--- config.mk ---
export PLATFORM = sky130hd
export DESIGN_NAME = arbitro_perfil_seq
export DESIGN_NICKNAME = d
export VERILOG_FILES = /design/src/rtl/arbitro_perfil_seq.sv
export SDC_FILE = /design/constraint.sdc
export NUM_CORES = 1
export LEC_CHECK = 0
export ABC_AREA = 1
export BUFFER_PORTS_ARGS = -buffer_cell sky130_fd_sc_hd__clkbuf_2
export CAP_MARGIN = 20
export CORE_MARGIN = 2
export CORE_UTILIZATION = 40
export CTS_BUF_LIST = sky130_fd_sc_hd__clkbuf_4 sky130_fd_sc_hd__clkbuf_8 sky130_fd_sc_hd__clkbuf_16
export DETAILED_ROUTE_END_ITERATION = 12
export SYNTH_ARGS = -nofsm -noshare
export SYNTH_HDL_FRONTEND = slang
export SYNTH_SLANG_ARGS = --single-unit
--- constraint.sdc ---
create_clock -name CLK -period 2.25 [get_ports CLK]
set_clock_uncertainty 0.2 [all_clocks]
set_input_delay 0.45 -clock CLK [delete_from_list [all_inputs] [get_ports CLK]]
set_output_delay 0.45 -clock CLK [all_outputs]
set_load 0.1 [all_outputs]
--- src/rtl/arbitro_perfil_seq.sv ---
// arbitro_perfil_seq
// -----------------------------------------------------------------------------
// Sequential profile-priority arbiter for N_IE input entities (IEs).
// Each IE presents a profile code (higher = more important, 0 = invalid),
// a function code and a request level. Rising edges of REQ with a valid
// profile are latched as pending. One IE at a time is granted for HOLD_CYC
// cycles, followed by one idle cycle. When a grant is issued, every other
// pending IE asking for the same function is dropped, and CONFLITO pulses.
//
// Handshake: REQ is a level. Only its rising edge counts as a request. The
// arbiter never acknowledges per request. A request is served when GNT shows
// that IE one-hot with BUSY high. A request can be lost to a function clash
// or a reset. A requester that wants a new grant must drop REQ and raise it
// again. It may do so at any time, including during its own grant.
//
// Optional feature (macro ARBITRO_ENVELHECIMENTO_EN): a 2-bit saturating age
// per pending IE. The age counts the grants won by other IEs while that IE
// stays pending. An IE of age 3 outranks any profile, and the lowest such
// index wins. Without the macro, priority depends on profile only.
//
// Ports:
//   CLK        rising-edge clock
//   RST        asynchronous active-high reset
//   PERF       profile of IE i at [i*PERF_W +: PERF_W]
//   FUN        function of IE i at [i*FUN_W +: FUN_W]
//   REQ        request level per IE
//   GNT        one-hot grant, zero when idle
//   GNT_IDX    index of granted IE
//   GNT_FUN    function of granted IE, captured at grant
//   GNT_PERF   profile of granted IE, captured at grant
//   BUSY       grant active
//   CONFLITO   one-cycle pulse: pending request(s) dropped for a function clash
//   ERRO_PERF  registered: some IE presents PERF = 0
//   dbg_state  current FSM state (0 idle, 1 grant, 2 pause)
// -----------------------------------------------------------------------------
module arbitro_perfil_seq #(
  parameter int N_IE     = 2,
  parameter int PERF_W   = 3,
  parameter int FUN_W    = 3,
  parameter int HOLD_CYC = 8,
  parameter int IDX_W    = (N_IE > 1) ? $clog2(N_IE) : 1
) (
  input  logic                     CLK,
  input  logic                     RST,
  input  logic [N_IE*PERF_W-1:0]   PERF,
  input  logic [N_IE*FUN_W-1:0]    FUN,
  input  logic [N_IE-1:0]          REQ,
  output logic [N_IE-1:0]          GNT,
  output logic [IDX_W-1:0]         GNT_IDX,
  output logic [FUN_W-1:0]         GNT_FUN,
  output logic [PERF_W-1:0]        GNT_PERF,
  output logic                     BUSY,
  output logic                     CONFLITO,
  output logic                     ERRO_PERF,
  output logic [1:0]               dbg_state
);

  localparam int CNT_W = (HOLD_CYC > 1) ? $clog2(HOLD_CYC) : 1;
  localparam logic [CNT_W-1:0] CNT_LOAD = CNT_W'(HOLD_CYC - 1);

  typedef enum logic [1:0] {
    OCIOSO  = 2'd0,
    CONCEDE = 2'd1,
    PAUSA   = 2'd2
  } state_t;

  state_t            state, state_nxt;
  logic [CNT_W-1:0]  cnt, cnt_nxt;
  logic [N_IE-1:0]   req_q, pend, pend_nxt;
  logic [N_IE-1:0]   rise, nz, aged, win_oh, drop;
  logic              found, arb;
  logic [IDX_W-1:0]  win;
  logic [PERF_W-1:0] best, win_perf;
  logic [FUN_W-1:0]  win_fun;

  assign dbg_state = state;

`ifdef ARBITRO_ENVELHECIMENTO_EN
  logic [1:0] age [N_IE];

  always_comb begin
    for (int i = 0; i < N_IE; i++) aged[i] = pend[i] && (age[i] == 2'd3);
  end

  // Age counts grants lost while still pending. Leaving pending (grant or
  // drop) always restarts it, so a fresh request starts at zero.
  always_ff @(posedge CLK or posedge RST) begin
    if (RST) begin
      for (int i = 0; i < N_IE; i++) age[i] <= 2'd0;
    end else begin
      for (int i = 0; i < N_IE; i++) begin
        if (win_oh[i] || drop[i])
          age[i] <= 2'd0;
        else if (arb && pend[i] && (age[i] != 2'd3))
          age[i] <= age[i] + 2'd1;
      end
    end
  end
`else
  assign aged = '0;
`endif

  // Winner selection and pending bookkeeping.
  always_comb begin
    found = 1'b0;
    win   = '0;
    best  = '0;
    for (int i = 0; i < N_IE; i++) begin
      nz[i] = |PERF[i*PERF_W +: PERF_W];
    end
    rise = REQ & ~req_q;

    // Strict '>' while scanning upward keeps the lowest index on a tie.
    for (int i = 0; i < N_IE; i++) begin
      if (pend[i] && (!found || (PERF[i*PERF_W +: PERF_W] > best))) begin
        found = 1'b1;
        win   = IDX_W'(i);
        best  = PERF[i*PERF_W +: PERF_W];
      end
    end
    // Aged IEs override the profile order. A downward scan leaves the lowest index.
    if (|aged) begin
      for (int i = N_IE - 1; i >= 0; i--) begin
        if (aged[i]) win = IDX_W'(i);
      end
    end

    win_perf = PERF[win*PERF_W +: PERF_W];
    win_fun  = FUN[win*FUN_W +: FUN_W];

    // The pause cycle also arbitrates. This keeps the idle gap between
    // back-to-back grants at exactly one cycle.
    arb = found && (state != CONCEDE);

    for (int i = 0; i < N_IE; i++) begin
      win_oh[i] = arb && (win == IDX_W'(i));
      drop[i]   = arb && pend[i] && (win != IDX_W'(i)) &&
                  (FUN[i*FUN_W +: FUN_W] == win_fun);
    end

    // A rise on the same edge as a clear wins, so the request is re-queued.
    pend_nxt = (pend & ~(win_oh | drop)) | (rise & nz);
  end

  // FSM next state.
  always_comb begin
    state_nxt = state;
    cnt_nxt   = cnt;
    case (state)
      OCIOSO, PAUSA: begin
        if (arb) begin
          state_nxt = CONCEDE;
          cnt_nxt   = CNT_LOAD;
        end else begin
          state_nxt = OCIOSO;
        end
      end
      CONCEDE: begin
        if (cnt == '0) state_nxt = PAUSA;
        else           cnt_nxt   = cnt - CNT_W'(1);
      end
      default: state_nxt = OCIOSO;
    endcase
  end

  always_ff @(posedge CLK or posedge RST) begin
    if (RST) begin
      state <= OCIOSO;
      cnt   <= '0;
    end else begin
      state <= state_nxt;
      cnt   <= cnt_nxt;
    end
  end

  // Request latch and registered outputs.
  always_ff @(posedge CLK or posedge RST) begin
    if (RST) begin
      req_q     <= '0;
      pend      <= '0;
      GNT       <= '0;
      GNT_IDX   <= '0;
      GNT_FUN   <= '0;
      GNT_PERF  <= '0;
      BUSY      <= 1'b0;
      CONFLITO  <= 1'b0;
      ERRO_PERF <= 1'b0;
    end else begin
      req_q     <= REQ;
      pend      <= pend_nxt;
      CONFLITO  <= |drop;
      ERRO_PERF <= ~&nz;
      if (arb) begin
        GNT      <= win_oh;
        GNT_IDX  <= win;
        GNT_FUN  <= win_fun;
        GNT_PERF <= win_perf;
        BUSY     <= 1'b1;
      end else if ((state == CONCEDE) && (cnt == '0)) begin
        GNT      <= '0;
        GNT_IDX  <= '0;
        GNT_FUN  <= '0;
        GNT_PERF <= '0;
        BUSY     <= 1'b0;
      end
    end
  end

endmodule
* Yosys cells after proc, flatten, opt, wreduce, memory -nomap -nowiden
Index checks and enable logic that the tools add are counted.
** Cells by class
- $add $sub $neg :: 1
- Multiply operators :: 1
- Div/mod/pow operators :: 0
- $lt $le $gt $ge :: 1
- Equality and inequality tests :: 8
- Shifts and indexed selects :: 2
- Multiplexer cells :: 18
- Bitwise operators :: 8
- Reduce and logical (&&, ||, !) cells :: 24
** Operator list (count)
- $mux W3 :: 6
- $shiftx A6 B4 Y3 :: 2
- $logic_and A1 B1 Y1 :: 11
- $mux W1 :: 7
- $and A2 B2 Y2 :: 3
- $eq A3 B3 Y1 :: 2
- $mux W2 :: 3
- $ne A2 B2 Y1 const B :: 3
- $pmux W3 S2 :: 1
- $reduce_or A3 Y1 :: 2
- $not A2 Y2 :: 2
- $or A2 B2 Y2 :: 2
- $pmux W2 S2 :: 1
- $reduce_bool A2 Y1 :: 2
- $reduce_or A2 Y1 :: 2
- $gt A3 B3 Y1 :: 1
- $logic_not A3 Y1 :: 1
- $mul A1 B2 Y3 const B :: 1
- $reduce_and A3 Y1 :: 1
- $sub A3 B1 Y3 const B :: 1
- $eq A2 B1 Y1 const B :: 1
- $eq A2 B2 Y1 const B :: 1
- $logic_not A1 Y1 :: 2
- $logic_not A2 Y1 :: 1
- other kinds (4) :: 4
** Word-level totals
- Flip-flop bits (word level) :: 21
- Latch bits :: 0
- RAM bits :: 0
- Memory bits (read-only) :: 0
- Logic and storage cells :: 74
- Memories kept :: 0

* Depth between registers and ports, before layout
- Depth in word-level cells :: 13
- Depth in mapped cells :: 15
- Gate-level depth less buffers :: 15

* Worst setup path after synthesis
No wires, ideal clock.
- Kind :: reg-to-reg
- From :: register state[0] (netlist: dbg_state[0])
- To :: register GNT_FUN[0]
- Library setup time :: 90 ps
- Data arrival time :: 1886 ps
- Setup slack :: 74 ps
- Stages on the path, launching flop included :: 9
- Path through :: dfrtp_1 -> inv_1 -> nor2_4 -> o21ai_2 -> nand2_1 -> inv_1 -> nor2_2 -> nand2_1 -> o221ai_1
** On the way
- Word-level cells in the longest chain between the ends :: 3
** Ends and longest elaborated chain
- from (decl) :: line 67 : state_t state, state_nxt;
- from (signal assigned) :: line 171 : state <= state_nxt;
- $ne A2 B1 Y1 / $eq A2 B1 Y1 (equally long branches) :: line 133, 199
- $logic_and A1 B1 Y1, on equally long branches :: line 133, 199
- $mux W3 / $reduce_bool A2 Y1 (equally long branches)
- to (signal assigned) :: line 196 : GNT_FUN <= win_fun;
- to (decl) :: line 50 : output logic [FUN_W-1:0] GNT_FUN,
Parallel ways exist; a longest one is shown, timed or not.
A chain may end at the register's enable or synchronous reset.

* Worst setup path after layout
- From :: register pend[0]
- To :: register pend[1]
** On the way
- Word-level cells in the longest chain between the ends :: 13
** Ends and longest elaborated chain
- from (decl) :: line 69 : logic [N_IE-1:0] req_q, pend, pend_nxt;
- from (signal assigned) :: line 190 : pend <= pend_nxt;
- $mux W3 / $mux W1 (equally long branches) :: line 115 : if (pend[i] && (!found || (PERF[i*PERF_W +: PERF_W] > best))) begin
- $gt A3 B3 Y1 / $logic_not A1 Y1 (equally long branches) :: line 115
- $logic_or A1 B1 Y1 :: line 115
- $logic_and A1 B1 Y1 :: line 115
- $mux W1 :: line 115
- $mul A1 B2 Y3 / $logic_and A1 B1 Y1 (equally long branches) :: line 129, 133
- $shiftx A6 B4 Y3 / $logic_and A1 B1 Y1 (equally long branches) :: line 129, 137
- $eq A3 B3 Y1 / $logic_and A1 B1 Y1 (equally long branches) :: line 138, 137
- $logic_and A1 B1 Y1 :: line 137 : drop[i] = arb && pend[i] && (win != IDX_W'(i)) &&
- $or A2 B2 Y2 (*) :: line 142 : pend_nxt = (pend & ~(win_oh | drop)) | (rise & nz);
- $not A2 Y2 (*) :: line 142
- $and A2 B2 Y2 (*) :: line 142
- $or A2 B2 Y2 (*) :: line 142
- via pend_nxt[1] :: line 69
Mark *: on every way through the listed nets, which the timed path passes. The rest lies on a longest branch.

==> results.txt <==
Synth Net Count - 158
Reg-to-reg endpoint - pend[1]
GR Util met3 - 3.69%
Core area - 2690 um^2
Vias per inst - 4.97
Grt ovf - 0
Ratio of cells with drive above 1 in the final layout - 27.1%
Fillers - 278
CP Capture Type - register
Die Ht - 56.7 um
Grt met1 use - 21.4%
Slew Viols, Final - 0
Final period util - 91.3%
Largest net degree at the start of global routing - 21
Clock latency on the worst-skew pair - 0.31 ns
Worst-path fanout max - 10
Area of the multi-input gates - 490 um^2
WL/cell - 11.4 um
CTS resizes - 0
FF/Latch Area - 500 um^2
Antenna cells - 0
IO Count - 30
Sink of the worst hold path - req_q[0]
Crit path time final - 2.06 ns
Startpoint class of the critical path - register
Die ar. - 3220 um^2
Clk slew on worst S/H paths - 0.11 ns
Mapped Area - 1110 um^2
CTS tree - built
Critical Path RT - 2.25 ns
Initial DRT Pass Iterations - 4
Layout Nets - 192
Total Routing Usage GR - 16.6%
Max-Cap Viols - 0
Area Growth Syn to Fin - 20.0%
Worst Path Arrival - 2.06 ns
Cell row count - 19
Worst R2R Path Depth - 12
Endpoints failing setup - 0
Yosys Warn Count - 0
Syn Inst Count - 137
DRT iter0 DRCs - 30
H-tree Lvls - 1
HP Start - REQ[0]
Sequential element share of the synthesized area - 45.0%
Initial antenna violation count - 0
Die W - 56.7 um
Synth Register Bits - 20
CTS max path bufs - 2
Worst min-delay path class - in -> reg
Post-DP HPWL - 1860 um
Status - complete, no violations
DRT antenna net count - 0
Routed WL - 2300 um
R2r setup slk - 0.19 ns
Initial Util - 41.4%
Root Buffer - clkbuf_4
Worst hold stages - 1
Rel. slew slack - 64.1%
I/O Buffers - 29
Gr busiest metal - met2
CTS buffer count - 3
Final TNS setup - 0 ns
Highest clock rate - 487 MHz
Worst slew pin tran - 0.541 ns
First-pass GRT wire length - 4190 um
DR vias - 999
Final hold violation count - 0
Post-route DRC - 0
Setup CP Type - reg -> reg
CTS Sinks - 20
Library cells used by synthesis - 23
Final Wtd Congestion - 0.760
Worst r2r src - pend[0]
GR Util met2 - 27.1%
Syn avg cell area - 8.11 um^2
Number of global-route vias before repair - 994
RSZ-0062 raised after global routing - no
## registers in the layout (all words and copies together), names as in the netlist, 2 cells and up
signal,flops
GNT_FUN,3
dbg_state,2
GNT_PERF,3
req_q,2
pend,2
cnt,3
GNT,2
## synthesized netlist by cell type
library cell | count | share of area, %
o22ai_1 | 1 | 0.56
nor2_2 | 2 | 1.1
inv_2 | 4 | 1.4
nor3_1 | 1 | 0.45
o221ai_1 | 4 | 3.2
buf_4 | 2 | 1.4
a31oi_1 | 1 | 0.56
a21oi_4 | 1 | 1.5
nand2_4 | 1 | 1.0
ha_1 | 5 | 5.6
a22o_1 | 1 | 0.79
nand2_1 | 33 | 11
inv_1 | 24 | 8.1
nand4_1 | 6 | 3.4
nand2_2 | 2 | 1.1
o21ai_2 | 1 | 0.79
nand3b_1 | 3 | 2.0
a21oi_1 | 3 | 1.4
nor2_4 | 1 | 1.0
nand3_1 | 8 | 3.6
o21ai_0 | 5 | 2.3
dfrtp_1 | 20 | 45
nor2_1 | 8 | 2.7
## worst max-delay path, stage by stage (launching register included)
cell     delay [ns]
dfrtp_1        0.45
nand2_1        0.08
ha_1           0.31
a21oi_1        0.15
nand2_1        0.06
nand2_1        0.07
nand2_2        0.11
nand2_4        0.14
nand4_1        0.09
nor2_1         0.10
nand2_1        0.08
nand2_1        0.07
nand2_1        0.04
## final cells by class
type | instances | share of cell area (%)
timing repair buffer | 31 | 12.2
multi-input combinational | 87 | 36.8
tap | 31 | 2.91
sequential | 20 | 37.5
clock buffer | 4 | 2.72
inverter | 28 | 7.88
## through the flow
step	instances	setup WS (ns)	hold slack, ns	util [%]	area [um^2]
after floorplan	137	0.0740	0.214	-	1110
after global placement	196	0.110	0.261	47.9	1290
after detailed placement	196	0.119	0.275	47.9	1290
after CTS	201	0.193	0.0629	49.7	1330
after global routing	201	0.0461	0.0583	49.7	1330
final	201	0.195	0.0713	49.7	1330
## metal layers
metal  part of all wire [%]  vias up
met5                      0        -
met4                    1.8        0
met3                    5.8        5
met2                     45       29
met1                     48      457
li1                       -      508
## layout by cell type (no fill, tap or decap), drive strengths merged
cell type / count
a21oi: 4
a22o: 1
a31oi: 1
buf: 1
clkbuf: 33
dfrtp: 20
dlygate4sd3: 1
ha: 5
inv: 28
nand2: 36
nand3: 8
nand3b: 3
nand4: 6
nor2: 11
nor3: 1
o21ai: 6
o221ai: 4
o22ai: 1
## kinds of logic after synthesis
group	share of synthesized area, %
AND/OR/NAND/NOR	27.6
buffers and inverters	10.8
AO/OA/AOI/OAI	10.9
flip-flops	45.0
adder cells (fa/ha/maj)	5.63
## worst max-delay path by stage
stage	cells past startpoint	slack (ns)	from	endpoint
floorplan	8	0.07	dbg_state[0]	GNT_FUN[0]
global placement	13	0.11	PERF[2]	pend[1]
detailed placement	13	0.12	PERF[2]	pend[1]
CTS	12	0.19	pend[0]	pend[1]
global route	13	0.05	pend[0]	pend[1]
finish	12	0.19	pend[0]	pend[1]
## timing repair
action | in CTS | in global routing
setup buffers | 0 | 0
endpoints found under the hold margin | 20 | 0
hold buffers | 1 | 0
Power is not shown: default switching activity piles up to over one toggle a cycle in this logic, so the estimate is an artifact.
